--- config.mk ---
export PLATFORM = sky130hd
export DESIGN_NAME = mul4_seq
export DESIGN_NICKNAME = d
export VERILOG_FILES = /design/src/rtl/mul4_seq.sv
export SDC_FILE = /design/constraint.sdc
export NUM_CORES = 1
export LEC_CHECK = 0
export CAP_MARGIN = 30
export CORE_MARGIN = 2
export CORE_UTILIZATION = 35
export DETAILED_ROUTE_END_ITERATION = 7
export MAX_ROUTING_LAYER = met4
export SYNTH_ARGS = -nofsm -noshare
export SYNTH_HDL_FRONTEND = slang
export SYNTH_SLANG_ARGS = --single-unit
--- constraint.sdc ---
create_clock -name clk -period 2.95 [get_ports clk]
set_clock_uncertainty 0.05 [all_clocks]
set_input_delay 0.4425 -clock clk [delete_from_list [all_inputs] [get_ports clk]]
set_output_delay 0.4425 -clock clk [all_outputs]
set_load 0.01 [all_outputs]
--- src/rtl/mul4_seq.sv ---
// Sequential unsigned shift-and-add multiplier.
// An accepted start captures the operands. One add-and-shift step is done per
// clock for W steps, then the 2W-bit product is presented with a one-cycle
// done strobe.
//
// state | meaning
// IDLE  | ready for a new operand pair (ready=1)
// CALC  | iterating add-and-shift steps (busy=1)
// DONE  | product just updated on p (done=1), one cycle only
module mul4_seq #(
    parameter int W = 4
) (
    input  logic             clk,
    input  logic             rst,
    input  logic             start,
    input  logic [W-1:0]     a,
    input  logic [W-1:0]     b,
    output logic             ready,
    output logic             busy,
    output logic             done,
    output logic [2*W-1:0]   p
);

    localparam int CNT_W = $clog2(W);
    localparam logic [CNT_W-1:0] CNT_LAST = CNT_W'(W - 1);

    typedef enum logic [1:0] {
        IDLE = 2'd0,
        CALC = 2'd1,
        DONE = 2'd2
    } state_t;

    state_t             state_q, state_d;
    logic [W-1:0]       m_q, m_d;
    logic [W-1:0]       h_q, h_d;
    logic [W-1:0]       l_q, l_d;
    logic [CNT_W-1:0]   cnt_q, cnt_d;
    logic [2*W-1:0]     p_q, p_d;

    // The carry (C) is produced and consumed inside the same step: it lands
    // in H[W-1] by the shift, so it never needs its own storage element.
    logic [W-1:0]       addend;
    logic [W:0]         step_sum;
    logic [2*W:0]       step_shift;

    // Register update with synchronous reset that aborts any operation.
    always_ff @(posedge clk) begin
        if (rst) begin
            state_q <= IDLE;
            m_q     <= '0;
            h_q     <= '0;
            l_q     <= '0;
            cnt_q   <= '0;
            p_q     <= '0;
        end else begin
            state_q <= state_d;
            m_q     <= m_d;
            h_q     <= h_d;
            l_q     <= l_d;
            cnt_q   <= cnt_d;
            p_q     <= p_d;
        end
    end

    // Next-state logic plus one add-with-carry-and-shift step.
    always_comb begin
        state_d = state_q;
        m_d     = m_q;
        h_d     = h_q;
        l_d     = l_q;
        cnt_d   = cnt_q;
        p_d     = p_q;

        // {C,H} = H + (L[0] ? M : 0), then {H,L} = {C,H,L} >> 1.
        addend     = l_q[0] ? m_q : '0;
        step_sum   = {1'b0, h_q} + {1'b0, addend};
        step_shift = {step_sum, l_q} >> 1;

        case (state_q)
            IDLE: begin
                if (start) begin
                    m_d     = a;
                    l_d     = b;
                    h_d     = '0;
                    cnt_d   = '0;
                    state_d = CALC;
                end
            end
            CALC: begin
                h_d   = step_shift[2*W-1:W];
                l_d   = step_shift[W-1:0];
                cnt_d = cnt_q + CNT_W'(1);
                if (cnt_q == CNT_LAST) begin
                    p_d     = step_shift[2*W-1:0];
                    state_d = DONE;
                end
            end
            DONE: begin
                state_d = IDLE;
            end
            default: begin
                state_d = IDLE;
            end
        endcase
    end

    // Status flags decode only the registered state.
    always_comb begin
        ready = (state_q == IDLE);
        busy  = (state_q == CALC);
        done  = (state_q == DONE);
        p     = p_q;
    end

endmodule

==> impl_metrics.yaml <==
logic_synthesis:
  syn_area_sq_um: 1100
  avgSynthCellArea_sq_um: 8.64
  synth_area_leaders: "dfxtp_1, nand2_1, a21oi_1, ha_1, nand3_1"
  synth.distinct_cells: 33
  synth_top_area_cell: "dfxtp_1"
  yosys_warnings: 0
  yosysSeqAreaShare: 0.438
  synth_top_area_share: 0.438
  synth-seq-cells: 24
  synth_fp_nets: 144
  postSynthCellCount: 127
global_routing:
  grt.total_usage: 0.150
  antenna_found_initial: 0
  overflow: 0
  grt_pass1_wl_mm: 3.88
  grt_pass1_vias: 891
  grt_max_degree: 17
clock_tree:
  clockBufferDepth: 2
  cts_hold_buf: 0
  clk_pin_slew_ns: 0.12
  cts.sinks: 24
  clk_latency_ns: 0.31
  cts_buffers: 3
  clockRootBuffer: "clkbuf_4"
  postCtsSetupRepairBufs: 0
  ctsHtreeMaxLevel: 1
  cts_tree: "built"
  ctsResizeCount: 0
power:
  p_sw_uw: 137
  p_clk_frac: 0.254
  power_frac_comb: 0.122
  power_frac_seq: 0.623
  p_leak_nw: 0.499
  powerDensity_nw_per_um2: 410
  power.total_uw: 553
  internal_power_uw: 416
  swShare: 0.247
  peakVddDrop_uv: 220
layout:
  final_area_sq_um: 1350
  mostFrequentLayoutCells: "nand2_1, dfxtp_1, clkdlybuf4s50_1"
  syn2layout_area_growth_pct: 23.0
  n_antenna_cell: 0
  multiInputGateArea_sq_um: 567
  drive_gt1_frac: 0.0417
  fin_nets: 163
  nFillCells: 321
  seqCellArea_sq_um: 480
  instances_no_fill: 188
  fin_util: 0.446
worst_setup_path:
  crit_fanout: 11
  required_ns: 2.46
  r2r_slack_ns: 1.16
  r2r-end: "h_q[3]"
  reg2reg_from: "m_q[0]"
  reg2reg_depth: 6
  start_kind: "flop"
  worst_setup_path_end_kind: "output pin"
  cp.arrival_ns: 2.04
  critPathKind: "flop to output pin"
detailed_routing:
  drc: 0
  via_count: 901
  dr.first_iter.drc_count: 34
  dr.pass1.iters: 4
  routed_wirelength_mm: 2.17
  routedWlPerCell_microns: 11.5
  ant_nets: 0
  via_per_inst: 4.79
sta:
  rsz0062_at_grt: "false"
  finalMaxSlewViolations: 0
  final_hold_viol_count: 0
  finalCritPeriodShare: 0.857
  setup_viol: 0
  min_period_ns: 2.53
  slew_headroom: 0.625
  tightest_slew_ns: 0.561
  max_freq_mhz: 396
  final.setup.tns_ns: 0
run:
  maxCapViolations: 0
placed_design:
  placedCellCount: 185
  place_congestion: 0.877
  dp_hpwl_mm: 1.65
  io_buffers: 21
  dpl-instance-area_sq_um: 1330
die:
  initial_utilization: 0.362
  coreArea_sq_um: 3030
  die_area_sq_um: 3600
  std_cell_rows: 20
  die_w_microns: 60.0
  die_y_microns: 60.0
  ios: 22
min_path:
  min_from: "p[0]"
  hold_class: "flop to flop"
  worstHoldPathCells: 2
  min_to: "p[0]"
status:
  status: "completed"
## cell type report
cell class                 instances  area share
timing repair buffer              22       0.161
multi-input combinational         93       0.420
clock buffer                       3      0.0167
sequential                        24       0.356
tap                               44      0.0408
inverter                           2     0.00556
## registers in the layout, summed over array words and instances, names as in the netlist
name     cells
l_q          4
m_q          4
cnt_q        2
h_q          4
state_q      2
p            8
## cell usage after synthesis, drive strengths merged
cell	n
a311oi	4
nand3b	2
clkbuf	2
inv	1
nand4	2
dfxtp	24
fa	1
nand3	8
ha	5
a2bb2oi	1
a21o	1
o21ba	1
clkinv	1
a2111o	2
o21a	1
xnor2	1
and2	4
buf	6
mux2i	1
o311ai	1
nor2b	2
or3b	1
and3b	1
o21bai	1
nand2b	2
nand2	24
a211oi	2
nor2	11
o32ai	1
a21oi	13
## power by group through the flow
stage                     registers [mW]  logic (mW)  clock network (mW)
after floorplan                    0.348      0.0464                   0
after global placement             0.351      0.0671                   0
after detailed placement           0.352      0.0685                   0
after CTS                          0.345      0.0688               0.149
after global routing               0.347      0.0767               0.159
final                              0.345      0.0677               0.140
## cell families after synthesis
group,Yosys count,share of synthesized area
AO/OA/AOI/OAI,28,0.179
XOR/XNOR,1,0.00798
adder cells (fa/ha/maj),6,0.0753
buffers and inverters,10,0.0456
flip-flops,24,0.438
multiplexers,1,0.00912
AND/OR/NAND/NOR,57,0.245
## layer usage
layer	track usage	routed length, microns	vias to the layer above
met3	0.0216	87	5
met2	0.233	976	21
li1	-	-	477
met5	-	0	-
met1	0.186	1050	398
met4	0.0857	55	0
## critical path, cell delays in order (launching register included)
cell	delay (ns)
dfxtp_1	0.44
nand2b_1	0.38
clkinv_1	0.33
clkdlybuf4s50_1	0.56
## worst max-delay path by stage
stage | from | to | slack, ns | cells after the start
2_1_floorplan | l_q[0] | p[7] | 1.29 | 6
3_3_place_gp | state_q[1] | busy | 0.85 | 3
3_5_place_dp | state_q[1] | busy | 0.77 | 3
4_1_cts | state_q[1] | busy | 0.40 | 3
5_1_grt | state_q[1] | busy | 0.24 | 3
6_report | state_q[1] | busy | 0.42 | 3
## stage by stage
step | setup WS [ns] | hold slack [ns]
after global routing | 0.238 | 0.435
after CTS | 0.395 | 0.415
after detailed placement | 0.768 | 0.397
after global placement | 0.852 | 0.391
after floorplan | 1.29 | 0.382
final | 0.422 | 0.410
Note: power is estimated with default switching activity, not from simulation.
